$ cat src/rtl/morse_pkg.sv
// Shared types for the morse front end and decoder: timer FSM states and symbol encoding.
// Symbol values match the decoder's `in` input so the two blocks can be wired directly.
package morse_pkg;

    typedef enum logic [1:0] {
        IDLE  = 2'd0,
        PRESS = 2'd1,
        GAP   = 2'd2,
        DRAIN = 2'd3
    } state_t;

    localparam logic SYM_DOT  = 1'b1;
    localparam logic SYM_DASH = 1'b0;

endpackage

$ cat src/rtl/key_debounce.sv
// Two-flop synchroniser plus debounce filter for the raw key.
// key_db follows key_in after 2 + DEBOUNCE_CYCLES cycles of stable input.
module key_debounce #(
    parameter int DEBOUNCE_CYCLES = 4
) (
    input  logic clk,
    input  logic reset,
    input  logic key_in,
    output logic key_db
);

    localparam int             DW   = $clog2(DEBOUNCE_CYCLES + 1);
    localparam logic [DW-1:0]  LAST = DW'(DEBOUNCE_CYCLES - 1);

    logic          key_m;
    logic          key_s;
    logic [DW-1:0] cnt;

    always_ff @(posedge clk or negedge reset) begin
        if (!reset) begin
            key_m <= 1'b0;
            key_s <= 1'b0;
        end else begin
            key_m <= key_in;
            key_s <= key_m;
        end
    end

    // cnt holds how many consecutive edges have already seen a mismatch
    always_ff @(posedge clk or negedge reset) begin
        if (!reset) begin
            cnt    <= '0;
            key_db <= 1'b0;
        end else if (key_s == key_db) begin
            cnt <= '0;
        end else if (cnt == LAST) begin
            cnt    <= '0;
            key_db <= key_s;
        end else begin
            cnt <= cnt + 1'b1;
        end
    end

endmodule

$ cat src/rtl/morse_key_timer.sv
// Debounces a telegraph key and classifies each press as dot/dash, with letter-end and abort strobes.
// All outputs are registered; a symbol strobes one cycle after the debounced release is seen.
module morse_key_timer
    import morse_pkg::*;
#(
    parameter int DEBOUNCE_CYCLES = 4,
    parameter int DOT_MAX         = 16,
    parameter int DASH_MAX        = 64,
    parameter int LETTER_GAP      = 48,
    parameter int MAX_SYMS        = 4,
    parameter int CNT_W           = 8
) (
    input  logic       clk,
    input  logic       reset,
    input  logic       key_in,
    output logic       sym_valid,
    output logic       sym,
    output logic       letter_end,
    output logic       abort,
    output logic [2:0] sym_cnt
);

    localparam logic [CNT_W-1:0] DOT_C  = CNT_W'(DOT_MAX);
    localparam logic [CNT_W-1:0] DASH_C = CNT_W'(DASH_MAX);
    localparam logic [CNT_W-1:0] GAP_C  = CNT_W'(LETTER_GAP);
    localparam logic [2:0]       SYMS_C = 3'(MAX_SYMS);
    localparam logic [CNT_W-1:0] ONE_C  = CNT_W'(1);

    // Reset asserts asynchronously but releases on a clock edge
    logic [1:0] rst_pipe;
    logic       rst_n;

    always_ff @(posedge clk or negedge reset) begin
        if (!reset) rst_pipe <= 2'b00;
        else        rst_pipe <= {rst_pipe[0], 1'b1};
    end
    assign rst_n = rst_pipe[1];

    logic key_db;

    key_debounce #(
        .DEBOUNCE_CYCLES(DEBOUNCE_CYCLES)
    ) u_key_debounce (
        .clk   (clk),
        .reset (rst_n),
        .key_in(key_in),
        .key_db(key_db)
    );

    state_t           state, state_n;
    logic [CNT_W-1:0] press_cnt, press_n;
    logic [CNT_W-1:0] gap_cnt, gap_n;
    logic [2:0]       sym_cnt_n;
    logic             sym_n, sym_valid_n, letter_end_n, abort_n;

    always_ff @(posedge clk or negedge rst_n) begin
        if (!rst_n) begin
            state      <= IDLE;
            press_cnt  <= '0;
            gap_cnt    <= '0;
            sym_cnt    <= '0;
            sym        <= 1'b0;
            sym_valid  <= 1'b0;
            letter_end <= 1'b0;
            abort      <= 1'b0;
        end else begin
            state      <= state_n;
            press_cnt  <= press_n;
            gap_cnt    <= gap_n;
            sym_cnt    <= sym_cnt_n;
            sym        <= sym_n;
            sym_valid  <= sym_valid_n;
            letter_end <= letter_end_n;
            abort      <= abort_n;
        end
    end

    always_comb begin
        state_n      = state;
        press_n      = press_cnt;
        gap_n        = gap_cnt;
        sym_cnt_n    = sym_cnt;
        sym_n        = sym;
        sym_valid_n  = 1'b0;
        letter_end_n = 1'b0;
        abort_n      = 1'b0;

        case (state)
            IDLE: begin
                if (key_db) begin
                    state_n   = PRESS;
                    press_n   = ONE_C;
                    gap_n     = '0;
                    sym_cnt_n = '0;
                end
            end
            PRESS: begin
                if (key_db) begin
                    if (press_cnt >= DASH_C) begin
                        abort_n = 1'b1;
                        gap_n   = '0;
                        state_n = DRAIN;
                    end else begin
                        press_n = press_cnt + 1'b1;
                    end
                end else if (sym_cnt < SYMS_C) begin
                    sym_valid_n = 1'b1;
                    sym_n       = (press_cnt <= DOT_C) ? SYM_DOT : SYM_DASH;
                    sym_cnt_n   = sym_cnt + 1'b1;
                    gap_n       = ONE_C;
                    state_n     = GAP;
                end else begin
                    // One symbol too many: discard the letter and wait for silence
                    abort_n = 1'b1;
                    gap_n   = ONE_C;
                    state_n = DRAIN;
                end
            end
            GAP: begin
                if (key_db) begin
                    state_n = PRESS;
                    press_n = ONE_C;
                    gap_n   = '0;
                end else if (gap_cnt >= GAP_C) begin
                    letter_end_n = 1'b1;
                    sym_cnt_n    = '0;
                    gap_n        = '0;
                    state_n      = IDLE;
                end else begin
                    gap_n = gap_cnt + 1'b1;
                end
            end
            DRAIN: begin
                if (key_db) begin
                    gap_n = '0;
                end else if (gap_cnt >= GAP_C) begin
                    sym_cnt_n = '0;
                    gap_n     = '0;
                    state_n   = IDLE;
                end else begin
                    gap_n = gap_cnt + 1'b1;
                end
            end
            default: state_n = IDLE;
        endcase
    end

endmodule
$ cat config.mk
export PLATFORM = sky130hd
export DESIGN_NAME = morse_key_timer
export DESIGN_NICKNAME = d
export VERILOG_FILES = /design/src/rtl/morse_pkg.sv /design/src/rtl/key_debounce.sv /design/src/rtl/morse_key_timer.sv
export SDC_FILE = /design/constraint.sdc
export NUM_CORES = 1
export LEC_CHECK = 0
export ABC_AREA = 1
export ABC_CLOCK_PERIOD_IN_PS = 1100
export CORE_ASPECT_RATIO = 0.7
export CORE_MARGIN = 2
export CORE_UTILIZATION = 50
export DETAILED_ROUTE_END_ITERATION = 8
export HOLD_SLACK_MARGIN = 0.02
export PLACE_DENSITY = 0.76
export SLEW_MARGIN = 20
export SYNTH_ARGS = -nofsm -noshare
export SYNTH_HDL_FRONTEND = slang
export SYNTH_SLANG_ARGS = --single-unit
$ cat constraint.sdc
create_clock -name clk -period 1.1 [get_ports clk]
set_input_delay 0.165 -clock clk [delete_from_list [all_inputs] [get_ports clk]]
set_output_delay 0.165 -clock clk [all_outputs]
set_load 0.02 [all_outputs]
==> impl_metrics.csv, run 1 <==
group,metric,value,unit
critical_path,crit_family,"flip-flops",
critical_path,crit-reg2reg-capture,"gap_cnt[0]",
critical_path,cp_slowest_cell,"dfrtp_2",
floorplanning,die-area,0.00383,sq mm
power_and_ir_drop,p_leak,0.00112,uW
global_routing,grt_usage,21.9,%
sta,fmax,853,MHz
critical_path,reg2regPathDepth,6,
sta,finalSetupViolCount,22,
global_routing,grt_overflow,0,
route,drt-pass1-iter-count,4,
sta,fin_ws,-71.9,ps
yosys,synth_common_cells,"nand2_1 (42), dfrtp_1 (33), inv_1 (23)",
global_routing,grt_max_degree,32,
route,drt_iter0_markers,127,
run_status,status,"finished with violations",
clocking,clk_pin_slew_worst_paths,70,ps
route,via_count,1450,
sta,min_period_over_period,107,%
route,routed_via_density,5.23,
critical_path,r2r-start,"state[1]",
power_and_ir_drop,powerDensity,2660,mW/mm^2
critical_path,cp.arrival,1380,ps
clocking,clockBufferDepth,2,
critical_path,critPathBufInv,1,
layout,seqCellArea,830,sq um
floorplanning,die_h,52.4,um
sta,timing.hold.ws,256,ps
clocking,cts-root-buf,"clkbuf_8",
layout,fillers,222,
layout,design_area,0.00228,sq mm
yosys,async_flop_share,100,%
floorplanning,die_w,73.1,um
yosys,seq_area_frac_synth,49.4,%
layout,multi_input_area,807,sq um
critical_path,crit_type,"register to register",
global_routing,grt_pass1_wl,6.10,mm
sta,slew_violations,0,
placement,hpwl,2.57,mm
yosys,yosys_warnings,0,
clocking,cts_tree,"done",
critical_path,cpPeakStageDelay,460,ps
clocking,cts_inserted_buffers,5,
layout,final_util,71.9,%
floorplanning,initial_utilization,52.7,%
global_routing,antenna_found_initial,0,
critical_path,path_max_fanout,7,
critical_path,path_cells,"buf_6 -> nor2_8 -> nand3_4 -> nand2_4 -> nand2_2 -> o211ai_1",
floorplanning,core,0.00317,sq mm
yosys,synthTopCellsByArea,"dfrtp_1 (49%), nand2_1 (9.4%), inv_1 (5.2%)",
global_routing,grt_pass1_vias,1380,
clocking,cts_sinks,33,
min_path,hold_path_class,"register to asynchronous set/reset pin",
route,wl_per_cell,13.8,um
yosys,syn-num-nets,198,
yosys,synth_edf_count,0,
yosys,syn-cell-area,0.00167,sq mm
critical_path,r2r_slack,-70,ps
sta,final-hold-violation-count,0,
placement,place.gp.congestion,0.894,
placement,portBuffers,9,
floorplanning,num_io_pins,10,
power_and_ir_drop,ir_worst_vdd,1440,uV
sta,rsz0062_at_grt,"yes",
floorplanning,row_count,17,
critical_path,end_kind,"register",
critical_path,worst-path-stages,6,
sta,fin_worst_skew,6.22,ps
route,antenna_left,0,
layout,layout-drive-gt1-share,38.1,%
route,drc_errors,0,
yosys,synth_top_area_share,49.4,%
clocking,h-tree-depth,2,
job,cap_viol_max_count,0,
placement,dp_slack,-122,ps
sta,period_needed,1170,ps
critical_path,critical_path_required,1310,ps
yosys,syn_area_per_cell,8.84,sq um
layout,area_delta_synth_final,36.3,%
run_status,violations,"setup timing",
placement,placed_area,0.00201,sq mm
layout,antenna_cells,0,
yosys,yosysUniqueCellTypes,31,
yosys,synth_most_common_cell,"nand2_1",
route,wl,3.84,mm
yosys,ys_ff_latch,33,
critical_path,start_kind,"register",
yosys,synthCells,189,
yosys,synth_flop_cell,"dfrtp_1",
layout,nNetsFinal,248,
clocking,clkLatencyLatePin,290,ps
yosys,yosys.area.top_type,"dfrtp_1",
==> kinds of logic after synthesis <==
kind of cell               Yosys count  synth area share (%)
AOI/OAI and AO/OA                   21                  7.49
xor gates and xnor gates             2                  1.05
adders and majority gates            6                  4.49
buffers and inverters               31                  9.36
DFF                                 33                  49.4
other                                1                 0.225
and+or+nand+nor                     95                  27.9
==> state kept, by name (all words and copies together), names as in the netlist, 2 cells and up <==
signal and cells:
gap_cnt 8, rst_pipe 2, u_key_debounce.cnt 3, sym_cnt 3, state 2, press_cnt 8
==> final cells by class <==
class	instances	area share, %
sequential	33	36.4
clock inverter	2	1.54
multi-input combinational	125	35.4
timing repair buffer	47	16.5
inverter	27	5.00
clock buffer	5	3.02
tap	38	2.09
==> power by group <==
part           switching [uW]  leakage [uW]  internal (uW)  total [uW]
registers                 316      0.000427           1500        1810
clock network             458     0.0000540            658        1120
logic                    1640      0.000635           1490        3130
==> worst max-delay path by stage <==
| stage | start | endpoint |
|---|---|---|
| floorplan | state[1] | sym_cnt[0] |
| finish | state[1] | gap_cnt[0] |
| detailed placement | u_key_debounce.key_db | press_cnt[2] |
| global placement | state[1] | gap_cnt[0] |
| global route | press_cnt[0] | press_cnt[4] |
| CTS | state[1] | gap_cnt[1] |
==> routing by layer <==
| layer | routed length, um | vias to the layer above | global-route usage [%] |
|---|---|---|---|
| li1 | - | 700 | - |
| met1 | 1720 | 708 | 28.3 |
| met2 | 1860 | 36 | 33.8 |
| met3 | 210 | 6 | 8.46 |
| met4 | 46 | 0 | 7.10 |
| met5 | 0 | - | 0 |
==> through the flow <==
step                      setup TNS [ps]  instances  total power, uW
after floorplan                        0        189             3310
after global placement             -1210        263             4300
after detailed placement           -1840        263             4420
after CTS                           -651        275             5750
after global routing               -2150        277             6410
final                               -888        277             6060
==> cells in the final DEF, fill, tap and decap left out, drive strengths merged <==
cell type / count
xor2: 1
nor2: 24
nand2: 46
o211ai: 1
clkbuf: 5
clkdlybuf4s15: 2
a21oi: 4
conb: 1
ha: 6
clkdlybuf4s50: 2
nor3: 2
o21a: 1
nor3b: 2
clkinv: 1
buf: 42
bufinv: 1
xnor2: 1
a31oi: 1
inv: 27
o21ai: 13
dlygate4sd3: 1
nand3: 13
o21bai: 1
nand4: 8
dfrtp: 33
==> repair_timing <==
item,in CTS,in global routing
hold buffers,0,1
endpoints found under the hold margin,0,2
pin swaps,11,9
setup endpoints to repair,33,27
gates resized for setup,41,22
buffers inserted,5,1
Note: power is estimated with default switching activity, not from simulation.
==> run 2: changes to the inputs <==
--- a/config.mk
+++ b/config.mk
@@ -6,13 +6,14 @@
 export NUM_CORES = 1
 export LEC_CHECK = 0
 export ABC_AREA = 1
-export ABC_CLOCK_PERIOD_IN_PS = 1100
+export ABC_CLOCK_PERIOD_IN_PS = 1200
 export CORE_ASPECT_RATIO = 0.7
 export CORE_MARGIN = 2
 export CORE_UTILIZATION = 50
 export DETAILED_ROUTE_END_ITERATION = 8
 export HOLD_SLACK_MARGIN = 0.02
 export PLACE_DENSITY = 0.76
+export RECOVER_POWER = 25
 export SLEW_MARGIN = 20
 export SYNTH_ARGS = -nofsm -noshare
 export SYNTH_HDL_FRONTEND = slang
==> constraint.sdc (replaced) <==
create_clock -name clk -period 1.2 [get_ports clk]
set_input_delay 0.18 -clock clk [delete_from_list [all_inputs] [get_ports clk]]
set_output_delay 0.18 -clock clk [all_outputs]
set_load 0.02 [all_outputs]
==> run 2 against run 1 <==
Against the previous run: the run still ends with setup timing left; die area did not move; setup slack improved by 53 ps; wire length down 2.5%; core utilization decreased by 4.5 points; highest routed layer unchanged; flip-flop and latch count unchanged; register-to-register slack gained 50 ps; largest cell class unchanged; critical path type unchanged; final cell count decreased by 6.1%; final area decreased by 6.3%.
==> impl_metrics.csv, run 2 (synthesis gave the netlist of run 1 again) <==
group,metric,value,unit
critical_path,timing.critical_path.to,"gap_cnt[0]",
critical_path,cp.arrival,1420,ps
layout,final_util,67.4,%
layout,nNetsFinal,230,
run_status,violations,"setup timing",
sta,min_period_over_period,102,%
critical_path,start_kind,"register",
clocking,cts-root-buf,"clkbuf_8",
critical_path,crit_path_start,"state[1]",
sta,period_needed,1220,ps
floorplanning,core,0.00317,sq mm
global_routing,grt_pass1_vias,1362,
sta,fin_worst_skew,5.95,ps
power_and_ir_drop,p_leak,0.00102,uW
layout,final_cell_mix,"nand2_1 (37), dfrtp_1 (29), inv_1 (22)",
route,via_count,1373,
route,wl_per_cell,14.4,um
placement,place.gp.congestion,0.912,
power_and_ir_drop,pwr-share-comb,46.0,%
route,routed_via_density,5.28,
clocking,cts_tree,"done",
route,wl,3.74,mm
clocking,clockBufferDepth,2,
critical_path,end_kind,"register",
power_and_ir_drop,power,5110,uW
clocking,clk_pin_slew_worst_paths,70,ps
global_routing,grt_usage,21.5,%
floorplanning,row_count,17,
critical_path,r2r_slack,-20,ps
route,drt-pass1-iter-count,4,
sta,rsz0062_at_grt,"yes",
power_and_ir_drop,p_clk_share,21.7,%
global_routing,grt_pass1_wl,5.97,mm
critical_path,crit-reg2reg-capture,"gap_cnt[0]",
route,antenna_left,0,
clocking,cts_inserted_buffers,5,
critical_path,crit_type,"register to register",
floorplanning,die_h,52.4,um
run_status,status,"finished with violations",
layout,antenna_cells,0,
floorplanning,die-area,0.00383,sq mm
floorplanning,initial_utilization,52.7,%
power_and_ir_drop,ir_worst_vdd,1250,uV
critical_path,critical_path_required,1400,ps
layout,layout-drive-gt1-share,31.5,%
global_routing,antenna_found_initial,0,
route,drt_iter0_markers,80,
critical_path,path_max_fanout,5,
layout,final_common_cell,"nand2_1",
global_routing,grt_max_degree,32,
sta,fmax,821,MHz
critical_path,r2r-start,"state[1]",
sta,finalSetupViolCount,2,
clocking,cts_sinks,33,
clocking,h-tree-depth,2,
job,cap_viol_max_count,0,
placement,dp_slack,-65.4,ps
placement,hpwl,2.62,mm
global_routing,grt_overflow,0,
power_and_ir_drop,netSwitchingFraction,41.2,%
clocking,ctsHoldBuffers,0,
sta,final-hold-violation-count,0,
layout,reg_top3,"gap_cnt x8, press_cnt x8",
floorplanning,die_w,73.1,um
critical_path,reg2regPathDepth,6,
route,drc_errors,0,
clocking,clkLatencyLatePin,290,ps
sta,fin_ws,-18.5,ps
floorplanning,num_io_pins,10,
power_and_ir_drop,seq_power_share,32.3,%
sta,slew_violations,0,
power_and_ir_drop,powerDensity,2400,mW/mm^2
power_and_ir_drop,switching_power,2110,uW
power_and_ir_drop,internal-power,3010,uW
sta,tightestPinTransition,792,ps
placement,portBuffers,9,
sta,slew_headroom,47.2,%
min_path,hold_path_class,"input pin to asynchronous set/reset pin",
layout,area_delta_synth_final,27.8,%
==> run 2: how the worst min path moves through the flow <==
stage | start | endpoint | slack (ps) | cells after the start
2_1_floorplan | reset | rst_pipe[0] | -120 | 0
3_3_place_gp | rst_pipe[1] | sym_valid | 260 | 1
3_5_place_dp | rst_pipe[1] | sym_cnt[0] | 270 | 1
4_1_cts | reset | rst_pipe[0] | 50 | 1
5_1_grt | reset | rst_pipe[0] | 120 | 1
6_report | reset | rst_pipe[0] | 120 | 1
==> run 2: routing by layer <==
| metal | up-vias | track usage (%) | part of all wire [%] |
|---|---|---|---|
| li1 | 666 | - | - |
| met1 | 670 | 25.7 | 46 |
| met2 | 25 | 34.2 | 47 |
| met3 | 12 | 9.23 | 4.6 |
| met4 | 0 | 8.95 | 2.6 |
| met5 | - | 0 | 0 |
==> run 2: metrics by stage <==
step                hold slack (ps)  setup TNS [ps]  area, sq um  std cells
floorplan                      -116               0         1670        189
global placement                261           -12.7         1880        248
detailed placement              272            -225         1880        248
CTS                            49.0               0         2020        257
global route                    116            -297         2130        260
finish                          118           -21.6         2130        260
==> run 2: power by group through the flow <==
stage / combinational (uW) / sequential, uW / clock (uW)
after floorplan: 1410 / 1610 / 0
after global placement: 1950 / 1610 / 0
after detailed placement: 2030 / 1630 / 0
after CTS: 2080 / 1620 / 1120
after global routing: 2570 / 1680 / 1170
final: 2350 / 1650 / 1110
==> run 2: final cells by class <==
class | instances | area (sq um)
clock buffers | 6 | 82.6
clock inverters | 2 | 37.5
fillers | 243 | 1030
inverters | 27 | 114
multi-input cells | 125 | 791
flip-flops and latches | 33 | 831
well taps | 38 | 47.5
repair buffers | 29 | 231
==> run 2: critical path, stage by stage (launching register included) <==
cell      delay [ps]
dfrtp_2          440
buf_4            140
nand3_4           90
nor2_2           140
buf_4            160
nand2_1           60
o211ai_1         100
==> run 2: repair_timing <==
item | in CTS | in global routing
resized for setup | 14 | 33
pin swaps | 2 | 11
endpoints found under the setup margin | 23 | 22
setup buffers | 1 | 3
==> run 3: changes to the inputs <==
--- a/config.mk
+++ b/config.mk
@@ -9,10 +9,10 @@
 export ABC_CLOCK_PERIOD_IN_PS = 1200
 export CORE_ASPECT_RATIO = 0.7
 export CORE_MARGIN = 2
-export CORE_UTILIZATION = 50
+export CORE_UTILIZATION = 58
 export DETAILED_ROUTE_END_ITERATION = 8
 export HOLD_SLACK_MARGIN = 0.02
-export PLACE_DENSITY = 0.76
+export PLACE_DENSITY = 0.85
 export RECOVER_POWER = 25
 export SLEW_MARGIN = 20
 export SYNTH_ARGS = -nofsm -noshare
==> run 3 against run 2 <==
Against the previous run: the flow still finishes with violations (setup timing); register-to-register slack barely moved; count of clock-buffer cells in the layout grew 1; setup slack improved by 4.6 ps; critical path type unchanged; highest routed layer unchanged; combinational power is 7% higher; die area shrank 13%; final area fell by 0.12%; worst hold slack improved by 13 ps; clock power fell by 17%.
==> impl_metrics.csv, run 3 (synthesis gave the netlist of run 1 again) <==
group,metric,value,unit
global_routing,grt_usage,25.4,%
placement,hpwl,2.49,mm
sta,final-hold-violation-count,0,
job,cap_viol_max_count,0,
floorplanning,die-area,0.00333,sq mm
route,drc_errors,0,
floorplanning,num_io_pins,10,
layout,stdcell_count,265,
critical_path,start_kind,"register",
critical_path,crit_type,"register to register",
min_path,hold_path_class,"input pin to asynchronous set/reset pin",
route,via_count,1383,
floorplanning,die_w,68.1,um
layout,layout-drive-gt1-share,29.3,%
power_and_ir_drop,ir_worst_vdd,1410,uV
sta,fin_ws,-13.9,ps
power_and_ir_drop,p_leak,0.00105,uW
route,antenna_left,0,
critical_path,critPathBufInv,2,
placement,place.gp.congestion,0.880,
critical_path,path_max_fanout,4,
route,drt-pass1-iter-count,5,
sta,fin_worst_skew,12.8,ps
critical_path,end_kind,"register",
critical_path,crit_family,"flip-flops",
global_routing,antenna_found_initial,0,
sta,fmax,824,MHz
global_routing,grt_overflow,0,
placement,dp.cells,249,
route,drt_iter0_markers,158,
sta,min_period_over_period,101,%
critical_path,r2r_slack,-10,ps
clocking,cts_sinks,33,
route,wl,3.81,mm
placement,portBuffers,9,
sta,slew_violations,0,
clocking,cts_tree,"done",
sta,period_needed,1210,ps
critical_path,cpPeakStageDelay,450,ps
floorplanning,die_h,48.9,um
critical_path,path_cells,"buf_6 -> nor2_8 -> nand3_4 -> buf_4 -> nand3_1 -> a21oi_2",
sta,rsz0062_at_grt,"yes",
clocking,clockBufferDepth,2,
critical_path,critical_path_required,1370,ps
critical_path,crit_path_start,"state[1]",
run_status,violations,"setup timing",
critical_path,r2r-start,"state[1]",
clocking,h-tree-depth,2,
sta,finalSetupViolCount,1,
critical_path,cp.arrival,1380,ps
critical_path,reg2regPathDepth,6,
clocking,cts-root-buf,"clkbuf_8",
run_status,status,"finished with violations",
floorplanning,row_count,16,
power_and_ir_drop,powerDensity,2390,mW/mm^2
layout,antenna_cells,0,
layout,area_delta_synth_final,27.6,%
clocking,clkLatencyLatePin,290,ps
clocking,clk_pin_slew_worst_paths,80,ps
route,wl_per_cell,14.4,um
global_routing,grt_pass1_wl,6.33,mm
critical_path,cp_slowest_cell,"dfrtp_2",
floorplanning,core,0.00276,sq mm
clocking,cts_inserted_buffers,5,
layout,final_common_cell,"nand2_1",
placement,dp_slack,-50.1,ps
global_routing,grt_pass1_vias,1409,
route,routed_via_density,5.22,
layout,nNetsFinal,237,
layout,reg_top3,"gap_cnt x8, press_cnt x8",
global_routing,grt_max_degree,23,
critical_path,worst-path-stages,6,
layout,final_cell_mix,"nand2_1 (40), dfrtp_1 (29), buf_4 (24)",
floorplanning,initial_utilization,60.5,%
critical_path,crit-reg2reg-capture,"gap_cnt[5]",
==> run 3: final cells by class <==
cell class	count	area, sq um
clock buffer	7	96.3
sequential	33	831
inverter	27	111
fill	178	631
clock inverter	1	5.00
timing repair buffer	36	317
tap	36	45.0
multi-input combinational	125	727
==> run 3: stage by stage <==
stage	TNS, ps	instance area (sq um)	hold WS (ps)	power (uW)	util (%)
2_1_floorplan	0	1670	-116	3030	-
3_3_place_gp	-39.7	1930	172	3700	69.8
3_5_place_dp	-285	1930	187	3800	69.8
4_1_cts	-6.81	2050	65.1	4780	74.2
5_1_grt	-384	2130	130	5420	77.2
6_report	-13.9	2130	131	5090	77.2
==> run 3: layer usage <==
layer | up-vias | GRT usage [%] | share of wire (%)
met5 | - | 0 | 0
met4 | 0 | 7.67 | 1.1
met3 | 6 | 7.62 | 5.0
met2 | 46 | 39.2 | 49
met1 | 654 | 34.6 | 45
li1 | 677 | - | -
==> run 3: where the power goes <==
part           internal [uW]  switching (uW)  leakage (uW)  total (uW)
Sequential              1380             268      0.000425        1640
Clock                    518             408     0.0000542         926
Combinational           1110            1410      0.000572        2520
==> run 3: worst max path at each step <==
stage / to
2_1_floorplan: state[0]
3_3_place_gp: gap_cnt[0]
3_5_place_dp: press_cnt[2]
4_1_cts: gap_cnt[0]
5_1_grt: gap_cnt[0]
6_report: gap_cnt[5]
==> run 3: repair_timing <==
action / CTS / global route
buffers inserted: 1 / 7
pin swaps: 1 / 7
hold endpoints to repair: 0 / 0
cloned: 0 / 0
resized for setup: 13 / 16
hold buffers: 0 / 0
setup endpoints to repair: 24 / 24
==> run 3: worst reg2reg max path: cells and delay by family, from the launching register on <==
kind,cells,cell delay [ps]
buffers and inverters,2,290
AOI/OAI and AO/OA,1,50
DFF,1,450
and+or+nand+nor,3,300
